<file path="config.mk">
export PLATFORM = sky130hd
export DESIGN_NAME = in_debounce_sync
export DESIGN_NICKNAME = d
export VERILOG_FILES = /design/src/rtl/in_debounce_sync.sv
export SDC_FILE = /design/constraint.sdc
export NUM_CORES = 1
export LEC_CHECK = 0
export ABC_AREA = 1
export BUFFER_PORTS_ARGS = -buffer_cell sky130_fd_sc_hd__buf_4
export CAP_MARGIN = 25
export CORE_AREA = 3 3 106 57
export DETAILED_ROUTE_END_ITERATION = 10
export DIE_AREA = 0 0 109 60
export PLACE_DENSITY_LB_ADDON = 0.3
export SETUP_SLACK_MARGIN = 0.1
export SLEW_MARGIN = 20
export SYNTH_ARGS = -nofsm -noshare
export SYNTH_HDL_FRONTEND = slang
export SYNTH_SLANG_ARGS = --single-unit
</file>
<file path="constraint.sdc">
create_clock -name CLK -period 1.8 [get_ports CLK]
set_input_delay 0.18 -clock CLK [delete_from_list [all_inputs] [get_ports CLK]]
set_output_delay 0.18 -clock CLK [all_outputs]
set_load 0.01 [all_outputs]
</file>
<file path="src/rtl/in_debounce_sync.sv">
// rtl/in_debounce_sync.sv - raw pin synchroniser, debouncer, edge pulses and event/glitch counters
module in_debounce_sync #(
    parameter int SYNC_STAGES     = 2,
    parameter int DEBOUNCE_CYCLES = 16,
    parameter int CNT_W           = 5,
    parameter int EVT_W           = 8,
    parameter int GLITCH_W        = 8
) (
    input  logic                CLK,
    input  logic                RST,
    input  logic                IN_RAW,
    input  logic                CLR,
    output logic                OUT,
    output logic                RISE,
    output logic                FALL,
    output logic                BUSY,
    output logic [EVT_W-1:0]    EVT_CNT,
    output logic [GLITCH_W-1:0] GLITCH_CNT
);

    // Reject illegal parameter sets while elaborating.
    if (SYNC_STAGES < 2) begin : g_bad_sync
        $error("in_debounce_sync: SYNC_STAGES must be >= 2");
    end
    if (DEBOUNCE_CYCLES < 2) begin : g_bad_deb
        $error("in_debounce_sync: DEBOUNCE_CYCLES must be >= 2");
    end
    if ((1 << CNT_W) <= DEBOUNCE_CYCLES) begin : g_bad_cntw
        $error("in_debounce_sync: 2**CNT_W must exceed DEBOUNCE_CYCLES");
    end

    typedef enum logic [1:0] {
        ST_LO     = 2'd0,
        ST_CHK_HI = 2'd1,
        ST_HI     = 2'd2,
        ST_CHK_LO = 2'd3
    } state_t;

    localparam logic [CNT_W-1:0] DC_LAST = CNT_W'(DEBOUNCE_CYCLES - 1);

    logic [SYNC_STAGES-1:0] sync;
    logic                   s;
    state_t                 state;
    logic [CNT_W-1:0]       dcnt;
    logic                   evt_inc;
    logic                   glitch_inc;

    assign s = sync[SYNC_STAGES-1];

    // Shift the raw pin through the synchroniser chain; only the last stage is used.
    always_ff @(posedge CLK or negedge RST) begin
        if (!RST) begin
            sync <= '0;
        end else begin
            sync <= {sync[SYNC_STAGES-2:0], IN_RAW};
        end
    end

    // Debounce FSM: a change must persist for DEBOUNCE_CYCLES samples before OUT follows it.
    always_ff @(posedge CLK or negedge RST) begin
        if (!RST) begin
            state <= ST_LO;
            dcnt  <= '0;
            OUT   <= 1'b0;
            RISE  <= 1'b0;
            FALL  <= 1'b0;
            BUSY  <= 1'b0;
        end else begin
            RISE <= 1'b0;
            FALL <= 1'b0;
            case (state)
                ST_LO: begin
                    if (s) begin
                        state <= ST_CHK_HI;
                        dcnt  <= CNT_W'(1);
                        BUSY  <= 1'b1;
                    end
                end
                ST_CHK_HI: begin
                    if (!s) begin
                        state <= ST_LO;
                        dcnt  <= '0;
                        BUSY  <= 1'b0;
                    end else if (dcnt == DC_LAST) begin
                        state <= ST_HI;
                        dcnt  <= '0;
                        OUT   <= 1'b1;
                        RISE  <= 1'b1;
                        BUSY  <= 1'b0;
                    end else begin
                        dcnt <= dcnt + CNT_W'(1);
                    end
                end
                ST_HI: begin
                    if (!s) begin
                        state <= ST_CHK_LO;
                        dcnt  <= CNT_W'(1);
                        BUSY  <= 1'b1;
                    end
                end
                ST_CHK_LO: begin
                    if (s) begin
                        state <= ST_HI;
                        dcnt  <= '0;
                        BUSY  <= 1'b0;
                    end else if (dcnt == DC_LAST) begin
                        state <= ST_LO;
                        dcnt  <= '0;
                        OUT   <= 1'b0;
                        FALL  <= 1'b1;
                        BUSY  <= 1'b0;
                    end else begin
                        dcnt <= dcnt + CNT_W'(1);
                    end
                end
                default: begin
                    state <= ST_LO;
                    dcnt  <= '0;
                    OUT   <= 1'b0;
                    BUSY  <= 1'b0;
                end
            endcase
        end
    end

    // Flag accepted transitions and aborted checks for the counters.
    always_comb begin
        evt_inc    = 1'b0;
        glitch_inc = 1'b0;
        case (state)
            ST_CHK_HI: begin
                glitch_inc = !s;
                evt_inc    = s && (dcnt == DC_LAST);
            end
            ST_CHK_LO: begin
                glitch_inc = s;
                evt_inc    = !s && (dcnt == DC_LAST);
            end
            default: begin
                evt_inc    = 1'b0;
                glitch_inc = 1'b0;
            end
        endcase
    end

    // Event counter wraps, glitch counter saturates; CLR overrides any same-cycle increment.
    always_ff @(posedge CLK or negedge RST) begin
        if (!RST) begin
            EVT_CNT    <= '0;
            GLITCH_CNT <= '0;
        end else if (CLR) begin
            EVT_CNT    <= '0;
            GLITCH_CNT <= '0;
        end else begin
            if (evt_inc) begin
                EVT_CNT <= EVT_CNT + EVT_W'(1);
            end
            if (glitch_inc && (GLITCH_CNT != '1)) begin
                GLITCH_CNT <= GLITCH_CNT + GLITCH_W'(1);
            end
        end
    end

endmodule

</file>
==> impl_metrics.ini <==
[finish]
fin_area_mm2 = 0.00192
drive_above_1_share = 0.194
diodes = 0
stdcell_count = 297
area_growth_pct = 24.5
nNetsFinal = 234

[placed_design]
placed_cell_area_mm2 = 0.00180
dp_hpwl_um = 2350
globalplace.congestion = 0.818
place_ws_ps = 241
portBuffers = 23
place_inst = 288

[cts]
clock_latency_ps = 280
cts.sinks = 29
clk_path_buf_depth = 2
root_buffer = clkbuf_8
cts_tree = done
cts_made_buffers = 5
htreeDepth = 2
cts.reportedPaths.clkPinSlew_ps = 70
cts_setup_buffers = 0

[floorplanning]
die_w_um = 109
core_mm2 = 0.00502
die_h_um = 60
die-area_mm2 = 0.00654
num_io_pins = 24
rows = 18
initial_core_util = 0.306

[critical_path]
critPathMostFrequentCell = nand2_1
critPathSlowestCell = dfrtp_1
cp.arrival_ps = 1690
worstPathCellList = ha_1 -> nand2_1 -> nor2_1 -> nand2_1 -> nand2_1 -> nand2_1 -> inv_1 -> nand2_1 -> nand2_1
slowest_delay_ps = 420
cp-start-kind = register
path_max_fanout = 6
crit_family = simple AND/OR/NAND/NOR gates
crit_buf_inv = 1
cp.required_ps = 2020
critPathCaptureType = register
critical_path_class = reg -> reg

[status]
status = completed

[routing]
vias_per_cell = 4.47
routed_wl_um = 3250
route.detailed.drc = 0
antenna_left = 0
wire_per_inst_um = 10.9
first_pass_iters = 4
dr_total_vias = 1328
drtIter0Drc = 49

[synth]
yosysTopAreaCellShare = 0.472
synth_area_leader_cell = dfrtp_1
avgSynthCellArea_um2 = 7.89
synth_most_common_cell = nand2_1
synth.distinct_cells = 24
ys_ff_latch = 29
async_flop_share = 1.00
netlist_top_cells_area = dfrtp_1, nand2_1, nand3_1, inv_1, nor2_1
synth_common_cells = nand2_1, dfrtp_1, nand3_1
yosysWarnings = 0
ys_seq_area_frac = 0.472
synth_edf_count = 0
synth_fp_nets = 203
syn-cell-area_mm2 = 0.00154
synth_ff_type = dfrtp_1
synthCells = 195

[sta]
period_share = 0.818
hold_violations = 0
setup_viol = 0
setup_tns_ps = 0
worst_pin_slew_ps = 373
max_freq_mhz = 679
finalCriticalPeriod_ps = 1470
slew_headroom = 0.751
rsz0062_at_grt = false
final-max-slew-violation-count = 0
skew_ps = 7.09
worst_slack_ps = 328

[power]
finalPower_mw = 1.37
swShare = 0.235
pwr-share-comb = 0.071
vdd_drop_max_mv = 0.225
p_switching_uw = 321
sequentialPowerShare = 0.499
p_int_mw = 1.05
cellPowerDensity_mw_per_mm2 = 714
power_leakage_nw = 0.955
clkPwrFrac = 0.430

[global_routing]
antenna_found_initial = 0
overflow = 0
grt_pass1_vias = 1254
groute.usage.overall = 0.112
grt_max_degree = 30
grt_pass1_wl_um = 5710

[job]
drv_cap = 0

[min_path]
hold_path_class = in -> reg
## flip-flops by register name, indices dropped and copies added, names as in the netlist, named ones only
name	count
sync	2
FALL	1
GLITCH_CNT	8
OUT	1
EVT_CNT	8
RISE	1
BUSY	1
state	1
dcnt	5
## final timing paths
check / from / to / slack [ps] / cells past startpoint
worst min register to register: sync[0] / sync[1] / 350 / 0
worst max-delay path: GLITCH_CNT[1] / GLITCH_CNT[7] / 330 / 9
min in group asynchronous: RST / GLITCH_CNT[6] / 370 / 2
worst max register to register: GLITCH_CNT[1] / GLITCH_CNT[7] / 330 / 9
worst min-delay path: IN_RAW / sync[0] / 20 / 1
max in group asynchronous: RST / EVT_CNT[4] / 1160 / 2
## stage by stage
stage / hold WS (ps) / util
global route: 3.01 / 0.381
finish: 15.6 / 0.381
global placement: 136 / 0.358
CTS: 3.02 / 0.380
detailed placement: 136 / 0.358
floorplan: -116 / -
## routing by layer
| metal | global-route usage | wire [µm] | vias up |
|---|---|---|---|
| met2 | 0.175 | 1390 | 21 |
| met5 | 0 | 0 | - |
| met1 | 0.148 | 1690 | 615 |
| met3 | 0.0345 | 121 | 5 |
| met4 | 0.0378 | 46 | 0 |
| li1 | - | - | 687 |
## logic make-up after synthesis
group / Yosys count / share of synthesized area
AND/OR/NAND/NOR: 110 / 0.319
flip-flops: 29 / 0.472
buffers and inverters: 27 / 0.0715
AO/OA/AOI/OAI: 19 / 0.0715
XOR/XNOR: 6 / 0.0341
adder cells (fa/ha/maj): 4 / 0.0325
## power groups by stage
stage	Sequential (mW)	Clock, mW	Combinational (mW)
after CTS	0.682	0.612	0.0996
final	0.682	0.588	0.0976
after floorplan	0.694	0	0.0551
after global placement	0.694	0	0.0962
after global routing	0.685	0.644	0.112
after detailed placement	0.695	0	0.0974
## area by class of cell
class,count,area (µm²)
clock inverter,1,5.00
timing repair buffer,26,198
inverter,25,95.1
multi-input combinational,139,708
tap,70,87.6
sequential,29,726
clock buffer,7,96.3
fill,515,3110
## layout by cell type (no fill, tap or decap), types with 2 or more instances in the layout
cell type / instances
nand2_1: 59
dfrtp_1: 29
buf_4: 25
nand3_1: 23
inv_1: 22
nor2_1: 19
o21ai_0: 7
clkbuf_8: 7
a21oi_1: 6
xor2_1: 5
ha_1: 4
nor2_4: 3
inv_2: 2
nor2_2: 2
clkinv_2: 2
o21ai_2: 2
nand4_1: 2
## what timing repair did
action,CTS,global route
endpoints found under the setup margin,0,2
resized for setup,0,1
hold buffers,1,0
endpoints found under the hold margin,29,0
(Power assumes the default switching activity.)
